===== src/rtl/round_robin_arbiter_32_if.sv =====
// Request/grant bundle for the 32-way round-robin arbiter.
// The master drives the requests and the slave (the arbiter) returns the grant.
interface round_robin_arbiter_32_if;
  logic        ena_i;
  logic [31:0] req_i;
  logic        release_i;
  logic [31:0] grant_o;
  logic [4:0]  grant_idx_o;
  logic        grant_valid_o;
  logic        timeout_o;

  modport master (
    output ena_i, req_i, release_i,
    input  grant_o, grant_idx_o, grant_valid_o, timeout_o
  );

  modport slave (
    input  ena_i, req_i, release_i,
    output grant_o, grant_idx_o, grant_valid_o, timeout_o
  );
endinterface


===== src/rtl/round_robin_arbiter_32.sv =====
// 32-way round-robin arbiter with a rotating priority pointer, a voluntary
// release strobe and a hold-time limit that forcibly revokes long grants.
module round_robin_arbiter_32 #(
  parameter int TIMEOUT = 16
) (
  input  logic                    clk,
  input  logic                    rst,
  round_robin_arbiter_32_if.slave bus
);
  typedef enum logic {IDLE = 1'b0, GRANT = 1'b1} state_t;

  localparam logic [7:0] TIMEOUT_C = 8'(TIMEOUT);

  state_t      state_q, state_d;
  logic [4:0]  ptr_q, ptr_d;
  logic [4:0]  idx_q, idx_d;
  logic [7:0]  hold_q, hold_d;
  logic        timeout_q, timeout_d;

  logic [63:0] req_dbl;
  logic [31:0] req_rot;
  logic [4:0]  win_off;
  logic [4:0]  win_idx;
  logic        req_any;
  logic        voluntary_end;
  logic        hold_expired;

  // Rotate so that bit 0 is the requester at ptr; the lowest set bit wins.
  assign req_dbl = {bus.req_i, bus.req_i};
  assign req_rot = 32'(req_dbl >> ptr_q);
  assign req_any = |bus.req_i;

  always_comb begin
    win_off = 5'd0;
    for (int i = 31; i >= 0; i--) begin
      if (req_rot[i]) win_off = 5'(i);
    end
  end

  assign win_idx = ptr_q + win_off;

  assign voluntary_end = bus.release_i || !bus.req_i[idx_q] || !bus.ena_i;
  assign hold_expired  = (hold_q == TIMEOUT_C);

  always_ff @(posedge clk or negedge rst) begin
    if (!rst) begin
      state_q   <= IDLE;
      ptr_q     <= 5'd0;
      idx_q     <= 5'd0;
      hold_q    <= 8'd0;
      timeout_q <= 1'b0;
    end else begin
      state_q   <= state_d;
      ptr_q     <= ptr_d;
      idx_q     <= idx_d;
      hold_q    <= hold_d;
      timeout_q <= timeout_d;
    end
  end

  always_comb begin
    state_d   = state_q;
    ptr_d     = ptr_q;
    idx_d     = idx_q;
    hold_d    = hold_q;
    timeout_d = 1'b0;
    case (state_q)
      IDLE: begin
        if (bus.ena_i && req_any) begin
          state_d = GRANT;
          idx_d   = win_idx;
          hold_d  = 8'd1;
        end
      end
      GRANT: begin
        if (voluntary_end || hold_expired) begin
          // Any owner-side cause of the exit masks the timeout pulse.
          state_d   = IDLE;
          ptr_d     = idx_q + 5'd1;
          idx_d     = 5'd0;
          hold_d    = 8'd0;
          timeout_d = !voluntary_end;
        end else begin
          hold_d = hold_q + 8'd1;
        end
      end
      default: state_d = IDLE;
    endcase
  end

  always_comb begin
    bus.grant_valid_o = (state_q == GRANT);
    bus.grant_idx_o   = idx_q;
    bus.timeout_o     = timeout_q;
    bus.grant_o       = 32'd0;
    if (state_q == GRANT) bus.grant_o[idx_q] = 1'b1;
  end
endmodule

===== src/flat_wrapper.sv =====
// flat-port wrapper written by rule: the top's interface ports become plain ports
module round_robin_arbiter_32_flat 
#(
  parameter int TIMEOUT = 16
)
  (clk, rst, bus_ena_i, bus_req_i, bus_release_i, bus_grant_o, bus_grant_idx_o, bus_grant_valid_o, bus_timeout_o);
  round_robin_arbiter_32_if bus_i ();
  input  logic clk;
  input  logic rst;
  input wire logic [$bits(bus_i.ena_i)-1:0] bus_ena_i;
  input wire logic [$bits(bus_i.req_i)-1:0] bus_req_i;
  input wire logic [$bits(bus_i.release_i)-1:0] bus_release_i;
  output wire logic [$bits(bus_i.grant_o)-1:0] bus_grant_o;
  output wire logic [$bits(bus_i.grant_idx_o)-1:0] bus_grant_idx_o;
  output wire logic [$bits(bus_i.grant_valid_o)-1:0] bus_grant_valid_o;
  output wire logic [$bits(bus_i.timeout_o)-1:0] bus_timeout_o;
  assign bus_i.ena_i = bus_ena_i;
  assign bus_i.req_i = bus_req_i;
  assign bus_i.release_i = bus_release_i;
  assign bus_grant_o = bus_i.grant_o;
  assign bus_grant_idx_o = bus_i.grant_idx_o;
  assign bus_grant_valid_o = bus_i.grant_valid_o;
  assign bus_timeout_o = bus_i.timeout_o;
  round_robin_arbiter_32 #(.TIMEOUT(TIMEOUT)) u_core (.clk(clk), .rst(rst), .bus(bus_i));
endmodule

===== config.mk =====
export PLATFORM = sky130hd
export DESIGN_NAME = round_robin_arbiter_32_flat
export DESIGN_NICKNAME = d
export VERILOG_FILES = /design/src/rtl/round_robin_arbiter_32_if.sv /design/src/rtl/round_robin_arbiter_32.sv /design/src/flat_wrapper.sv
export SDC_FILE = /design/constraint.sdc
export NUM_CORES = 1
export LEC_CHECK = 0
export ABC_AREA = 0
export CORE_ASPECT_RATIO = 0.75
export CORE_MARGIN = 10
export CORE_UTILIZATION = 35
export CTS_BUF_LIST = sky130_fd_sc_hd__clkbuf_4 sky130_fd_sc_hd__clkbuf_8
export CTS_CLUSTER_SIZE = 28
export DETAILED_ROUTE_END_ITERATION = 16
export PLACE_DENSITY_LB_ADDON = 0.08
export SETUP_SLACK_MARGIN = 0.4
export SYNTH_ARGS = -nofsm -noshare
export SYNTH_HDL_FRONTEND = slang
export SYNTH_SLANG_ARGS = --single-unit

===== constraint.sdc =====
create_clock -name clk -period 8 [get_ports clk]
set_input_delay 2.4 -clock clk [delete_from_list [all_inputs] [get_ports clk]]
set_output_delay 2.4 -clock clk [all_outputs]
set_load 0.03 [all_outputs]

* Word-level counts from Yosys, hierarchy flattened
Index checks and enable logic that the tools add are counted.
** Cells by class
- Bitwise operators :: 1
- Equal/unequal tests :: 3
- Muxes and demuxes :: 48
- Add/sub/neg operators :: 3
- Magnitude comparators :: 2
- Reduce and logical (&&, ||, !) cells :: 11
- Shift-type cells :: 1
** Operator list (count)
- 2-to-1 mux 5 bit :: 34
- right shift 64 x 5 -> 32 bit :: 1
- 2-to-1 mux 32 bit :: 1
- OR reduction 32 bit :: 1
- 2-to-1 mux 8 bit :: 2
- case mux 8 bit (2 select lines) :: 1
- case mux 5 bit (2 select lines) :: 1
- adder 8 x 1 -> 8 bit, second input constant :: 1
- equality test 8 x 5 -> 1 bit, second input constant :: 1
- < comparator 5 x 6 -> 1 bit, second input constant :: 1
- 2-to-1 mux 1 bit :: 6
- adder 5 x 1 -> 5 bit, second input constant :: 1
- adder 5 bit :: 1
- binary-select mux 1 bit (select 5 bit) :: 1
- demux 1 bit (select 5 bit) :: 1
- greater-or-equal comparator 5 x 1 -> 1 bit, second input constant :: 1
- AND reduction 2 bit :: 2
- zero test 1 bit :: 3
- logical OR 1 bit :: 3
- logical AND 1 bit :: 2
- != test 2 x 1 -> 1 bit, second input constant :: 1
- != test 2 bit, second input constant :: 1
- case mux 1 bit (2 select lines) :: 1
- inverter 1 bit :: 1
** Storage, ports and cells
- Bits in registers :: 20

* Depth between registers and ports, before layout
Gate-level depths: netlist of run 1.
- Depth in word-level cells :: 36
- Gate-level depth with buffers :: 23
- Gate-level depth less buffers :: 18

* Least setup slack after synthesis of run 1
No wires, ideal clock.
- Kind :: input -> register
- Start point :: in bus_req_i[27]
- End point :: reg u_core.idx_q[4], in the netlist u_core.bus.grant_idx_o[4]
- Stages on the path :: 15
- Setup slack :: 1.706 ns
- Buffers on the path :: 1
- Library setup time :: 0.069 ns
- Data arrival time :: 6.226 ns
- Cell sequence :: clkbuf_1 mux4_2 mux2_2 mux4_2 or4_4 or3_1 a311oi_2 o31ai_1 fa_1 inv_1 a21o_1 a21oi_1 xnor2_1 a311o_1 nand3_1
** Between the ends
- Cells in the longest elaborated chain, start to end :: 36
- Elaborated cells on any way between the ends :: 47
- Classes of those cells :: add/sub (1); eq/ne (2); shift (1); mux (36); reduce/logical (7)
** RTL lines
- start: declaration :: line flat_wrapper.sv:11 : input wire logic [$bits(bus_i.req_i)-1:0] bus_req_i;
- right shift 64 x 5 -> 32 bit :: line round_robin_arbiter_32.sv:30 : assign req_rot = 32'(req_dbl >> ptr_q);
- 2-to-1 mux 5 bit (32 in series) :: line round_robin_arbiter_32.sv:36 : if (req_rot[i]) win_off = 5'(i);
- adder 5 bit :: line round_robin_arbiter_32.sv:40 : assign win_idx = ptr_q + win_off;
- 2-to-1 mux 5 bit :: line round_robin_arbiter_32.sv:69 : if (bus.ena_i && req_any) begin
- case mux 5 bit (2 select lines) :: line round_robin_arbiter_32.sv:67 : case (state_q)
- end signal: assignment :: line round_robin_arbiter_32.sv:55 : idx_q <= idx_d;
- end: declaration :: line round_robin_arbiter_32.sv:16 : logic [4:0] idx_q, idx_d;
Parallel ways exist; a longest one is shown, timed or not. The select of a mux whose other input is x is not followed.
A chain may end at the register's enable or synchronous reset.

* Worst setup path after layout of run 1
- Start point :: in bus_req_i[2]
- End point :: reg u_core.idx_q[4], in the netlist u_core.bus.grant_idx_o[4]
The elaborated chain is that of the path after synthesis.

==> run_results.csv, run 1 <==
group,metric,value,unit
synth,synth-edff-count,0,
floorplan,die-area,0.0232,mm²
placement,dp_cells,954,
floorplan,core,0.0170,mm²
placement,numPortBuffers,74,
synth,yosys_warnings,0,
finish,layout-drive-gt1-share,21.6,%
synth,syn_nets,742,
critical_path,setup.worst_path.start_class,"input port",
global_routing,gr-total-overflow,0,
finish,antenna_diode_count,0,
drt,routed_wirelength,26800,µm
pwr,static-leakage-power,2.62,nW
global_routing,grt_antenna_before_repair,1,
critical_path,critical_path_class,"input port to register",
floorplan,die-height,135,µm
drt,detail-route-antenna-nets,0,
sta,clock.fmax,0.140,GHz
clock_network,max_clock_buf_depth,2,
clock_network,number_of_h_tree_levels,1,
global_routing,grtUsageTotal,21.9,%
drt,routed_wire_length_per_instance,28.0,µm
synth,yosys_most_used_dff,"dfrtp_1",
clock_network,clock_sinks,20,
finish,final_design_area_no_fill,0.00705,mm²
clock_network,post_cts_resize_count,0,
synth,synth.lib_cells_used.distinct,74,
clock_network,cts.clk_slew.worst_paths,0.07,ns
critical_path,worst-endpoint-required,8.20,ns
placement,gpl.final_weighted_congestion,0.972,
drt,drtIter0Drc,989,
synth,async_reset_ff_share,100,%
critical_path,arrival,7.34,ns
critical_path,endpoint_kind_of_the_worst_setup_timing_path,"register",
drt,routed_via_density,6.72,
floorplan,floorplan.io_pins,75,
synth,synth_seq_cells,20,
clock_network,post_cts_hold_buffer_count,0,
critical_path,timing.reg2reg.setup_slack,2.62,ns
drt,drt_pass1_iterations,6,
sta,layout_worst_path_cycle_share,89.3,%
critical_path,path_cells,"clkdlybuf4s50_1 > mux2_2 > mux4_1 > mux4_2 > or4_4 > or3_1 > a311oi_2 > o31ai_1 > fa_1 > inv_1 > a21o_1 > a21oi_1 > xnor2_1 > nor2b_1 > nand4_1 > nand3_1",
drt,drcViolationCount,0,
clock_network,tritoncts,"yes",
global_routing,grt_max_degree,68,
global_routing,grt_first_pass_wirelength,40100,µm
global_routing,grt_pass1_vias,6033,
sta,worst_slew_pin_slew,0.980,ns
hold_path,hold_path_class,"register to register",
floorplan,placementRows,41,
synth,mappedNetlistArea,0.00613,mm²
sta,finalWorstPathRequiredPeriod,7.14,ns
critical_path,cp_max_fo,13,
critical_path,cpMaxStageDelayCell,"clkdlybuf4s50_1",
critical_path,cp_slowest_stage_delay,0.73,ns
flow_run,number_of_maximum_capacitance_constraint_violations,0,
finish,layout.filler_cells,1656,
sta,rsz0062_at_grt,"false",
sta,setup-tns-final,0,ns
floorplan,die-width,173,µm
pwr,vdd_ir_drop_max,118,µV
finish,areaGrowthSynthToFinish,15.1,%
clock_network,insertion_delay,0.26,ns
sta,slew_headroom,34.5,%
clock_network,buffer_cell_driving_the_clock_tree_root,"clkbuf_8",
sta,fin_worst_skew,0.00528,ns
clock_network,cts_made_buffers,3,
floorplan,start_util,36.1,%
finish,layout.nets,770,
finish,finalNonFillerCells,958,
outcome,outcome,"finished clean",
sta,timing_hold_violations_final,0,
sta,final-setup-viol-count,0,
pwr,powerDensity,420,mW/mm²
synth,synth_sequential_area_ratio,8.17,%
synth,average_cell_area_after_synthesis,8.81,µm²
placement,dp_hpwl,20000,µm
clock_network,cts.repair_timing.setup_buffer_count,0,
sta,drv_slew,0,
synth,post_synthesis_cells,695,
placement,postPlaceCellArea,0.00700,mm²
drt,route.vias.total,6434,
-- critical path, delay by kind of cell --
family | cells | cell delay [ns]
mux | 3 | 1.58
simple gates | 5 | 1.29
buf+inv | 2 | 0.80
compound gates | 4 | 0.63
fa+ha+maj | 1 | 0.45
xor+xnor | 1 | 0.18
-- registers in the layout (all words and copies together), names as in the netlist --
name / cells
u_core.hold_q: 8
u_core.bus.timeout_o: 1
u_core.ptr_q: 5
u_core.bus.grant_idx_o: 5
u_core.bus.grant_valid_o: 1
-- placed cells by master (no fill, tap or decap), types with 18 or more instances in the layout --
master	count
a22oi_1	18
buf_4	31
clkdlybuf4s50_1	74
mux2_2	41
mux2i_1	80
mux4_2	60
nand2_1	64
nand3_1	22
nor2_1	65
o21ai_0	25
-- metrics by stage --
stage | hold slack, ns | total power [mW] | worst slack [ns] | utilization, %
4_1_cts | 0.511 | 2.88 | 0.890 | 41.5
3_5_place_dp | 0.498 | 2.80 | 0.620 | 41.2
3_3_place_gp | 0.480 | 2.81 | 0.715 | 41.2
6_report | 0.499 | 2.96 | 0.857 | 41.5
5_1_grt | 0.520 | 3.13 | 0.633 | 41.5
2_1_floorplan | 0.453 | 2.14 | 1.71 | -
-- worst paths after layout --
path,startpoint,cells after the start,endpoint
worst max-delay path,bus_req_i[2],16,u_core.bus.grant_idx_o[4]$_DFFE_PN0P_
worst max register to register,u_core.ptr_q[2]$_DFFE_PN0P_,16,u_core.bus.grant_idx_o[4]$_DFFE_PN0P_
worst min register to register,u_core.hold_q[7]$_DFFE_PN0P_,1,u_core.hold_q[7]$_DFFE_PN0P_
worst min-delay path,u_core.hold_q[7]$_DFFE_PN0P_,1,u_core.hold_q[7]$_DFFE_PN0P_
min in group asynchronous,rst,1,u_core.hold_q[4]$_DFFE_PN0P_
max in group asynchronous,rst,1,u_core.ptr_q[0]$_DFFE_PN0P_
-- per-layer routing --
metal | up-vias | part of all wire (%) | track usage, %
met5 | - | 0 | 0
met4 | 0 | 1.5 | 3.20
met3 | 35 | 15 | 8.83
met1 | 3163 | 43 | 31.0
li1 | 2749 | - | -
met2 | 487 | 40 | 30.8
-- cell type report --
class	count	area, µm²	area share, %
flip-flops and latches	20	509	7.22
inverters	16	73.8	1.05
multi-input cells	577	5150	73.0
well taps	236	295	4.19
clock buffers	4	48.8	0.692
repair buffers	105	973	13.8
-- synthesized netlist by cell type, types with 13 or more instances --
master / count / area, µm²
mux2_2: 41 / 462
inv_1: 13 / 48.8
nor3_1: 13 / 65.1
nand3_1: 22 / 110
buf_2: 13 / 65.1
clkbuf_1: 52 / 195
nand2_1: 64 / 240
nor2_1: 65 / 244
a22oi_1: 18 / 135
o21ai_0: 25 / 125
nor4_1: 13 / 81.3
mux2i_1: 80 / 801
dfrtp_1: 20 / 500
mux4_2: 60 / 1350
-- power by group --
group	switching, mW	internal [mW]
Combinational	1.52	1.13
Sequential	0.110	0.127
Clock	0.0352	0.0389
Total	1.67	1.29
-- cells by family (layout without fill, tap and decap cells) --
group,after synthesis,after routing,share of synthesized area (%)
compound gates,123,123,14.6
xor+xnor,6,6,0.858
fa+ha+maj,11,11,2.37
buf+inv,98,125,7.74
flops,20,20,8.17
mux,190,190,46.5
simple gates,247,247,19.8
Note: power is estimated with default switching activity, not from simulation.
==> inputs of run 2 (changes only) <==
Settings changed: CORE_UTILIZATION 35 to 38, SLEW_MARGIN set to 20.
==> run_results.csv, run 2 (synthesis results as in run 1) <==
group,metric,value,unit
outcome,outcome,"finished clean",
clock_network,insertion_delay,0.26,ns
critical_path,cp_max_fo,11,
finish,areaGrowthSynthToFinish,13.1,%
floorplan,floorplan.io_pins,75,
floorplan,die-area,0.0217,mm²
global_routing,grt_pass1_vias,6123,
critical_path,arrival,7.31,ns
global_routing,grt_first_pass_wirelength,38800,µm
hold_path,hold_path_class,"register to register",
drt,drt_pass1_iterations,6,
clock_network,number_of_h_tree_levels,1,
global_routing,gr-total-overflow,0,
floorplan,die-width,167,µm
finish,antenna_diode_count,0,
critical_path,endpoint_kind_of_the_worst_setup_timing_path,"register",
sta,rsz0062_at_grt,"false",
drt,routed_via_density,6.86,
finish,final_design_area_no_fill,0.00693,mm²
clock_network,cts_made_buffers,3,
finish,largest_register_ff_count,8,
sta,worst_slew_pin_slew,1.08,ns
pwr,powerDensity,425,mW/mm²
sta,drv_slew,0,
drt,routed_wire_length_per_instance,28.2,µm
placement,numPortBuffers,74,
critical_path,worst-endpoint-required,8.19,ns
critical_path,setup.worst_path.start_class,"input port",
critical_path,critical_path_class,"input port to register",
finish,finalNonFillerCells,920,
sta,timing.final.ws_setup,0.888,ns
sta,fin_worst_skew,0.00312,ns
sta,final-setup-viol-count,0,
clock_network,clock_sinks,20,
sta,clock.fmax,0.141,GHz
finish,layout-drive-gt1-share,20.1,%
placement,dp_hpwl,19400,µm
global_routing,grtUsageTotal,22.7,%
drt,drtIter0Drc,962,
critical_path,timing.reg2reg.setup_slack,2.15,ns
sta,slew_headroom,28.1,%
sta,finalHoldWorstSlack,0.494,ns
finish,regMostFlops,"u_core.hold_q",
flow_run,number_of_maximum_capacitance_constraint_violations,0,
global_routing,grt_antenna_before_repair,0,
placement,dp_cells,916,
drt,detail-route-antenna-nets,0,
finish,multi_input_area,0.00515,mm²
finish,leading_cell_type_in_the_layout_fill_and_taps_excluded,"mux2i_1",
pwr,power.total,2.95,mW
clock_network,cts.repair_timing.setup_buffer_count,0,
sta,layout_worst_path_cycle_share,88.9,%
finish,mostFrequentLayoutCells,"mux2i_1 (80), clkdlybuf4s50_1 (74), nor2_1 (65)",
finish,layout.area.seq,508,µm²
clock_network,tritoncts,"yes",
placement,gpl.final_weighted_congestion,0.982,
drt,route.vias.total,6315,
floorplan,start_util,38.5,%
clock_network,post_cts_resize_count,0,
clock_network,buffer_cell_driving_the_clock_tree_root,"clkbuf_8",
finish,layout.nets,758,
finish,fin_util,43.5,%
finish,layout.filler_cells,1582,
global_routing,grt_max_degree,65,
pwr,static-leakage-power,2.56,nW
floorplan,placementRows,40,
floorplan,die-height,130,µm
placement,preCtsSetupSlack,0.689,ns
drt,drcViolationCount,0,
floorplan,core,0.0159,mm²
sta,setup-tns-final,0,ns
drt,routed_wirelength,25900,µm
sta,finalWorstPathRequiredPeriod,7.11,ns
placement,postPlaceCellArea,0.00688,mm²
clock_network,cts.clk_slew.worst_paths,0.08,ns
clock_network,max_clock_buf_depth,2,
clock_network,post_cts_hold_buffer_count,0,
sta,timing_hold_violations_final,0,
pwr,vdd_ir_drop_max,175,µV
[run 2: path summary, 6_finish.rpt]
check	start	to	cells after the start
min	u_core.hold_q[7]$_DFFE_PN0P_	u_core.hold_q[7]$_DFFE_PN0P_	1
min reg2reg	u_core.hold_q[7]$_DFFE_PN0P_	u_core.hold_q[7]$_DFFE_PN0P_	1
min in group asynchronous	rst	u_core.bus.grant_idx_o[2]$_DFFE_PN0P_	1
max reg2reg	u_core.ptr_q[4]$_DFFE_PN0P_	u_core.bus.grant_idx_o[4]$_DFFE_PN0P_	20
max in group asynchronous	rst	u_core.ptr_q[0]$_DFFE_PN0P_	1
max	bus_req_i[14]	u_core.bus.grant_idx_o[4]$_DFFE_PN0P_	16
[run 2: report_power, final]
part	switching, mW	internal (mW)
clock	0.0339	0.0389
combinational	1.43	1.12
sequential	0.197	0.124
total	1.66	1.28
[run 2: area by class of cell]
type	instances	share of cell area, %
Multi-Input combinational cell	577	74.4
Timing Repair Buffer	93	12.8
Sequential cell	20	7.33
Clock buffer	4	0.704
Inverter	16	1.07
Tap cell	210	3.79
[run 2: routing by layer]
layer | routed length [µm] | vias to the layer above | GRT usage, %
li1 | - | 2732 | -
met1 | 11000 | 3115 | 31.3
met2 | 10700 | 427 | 32.2
met3 | 3630 | 41 | 9.25
met4 | 594 | 0 | 5.20
met5 | 0 | - | 0
[run 2: worst max-delay path: stages]
cell and delay, ns:
clkdlybuf4s50_1 0.73, mux4_2 0.67, mux2_2 0.36, mux4_2 0.53, or4_4 0.57, or3_1 0.37, a311oi_2 0.30, o31ai_1 0.14
fa_1 0.44, inv_1 0.07, a21o_1 0.10, a21oi_1 0.07, xnor2_1 0.18, nor2b_1 0.16, nand4_1 0.11, nand3_1 0.11
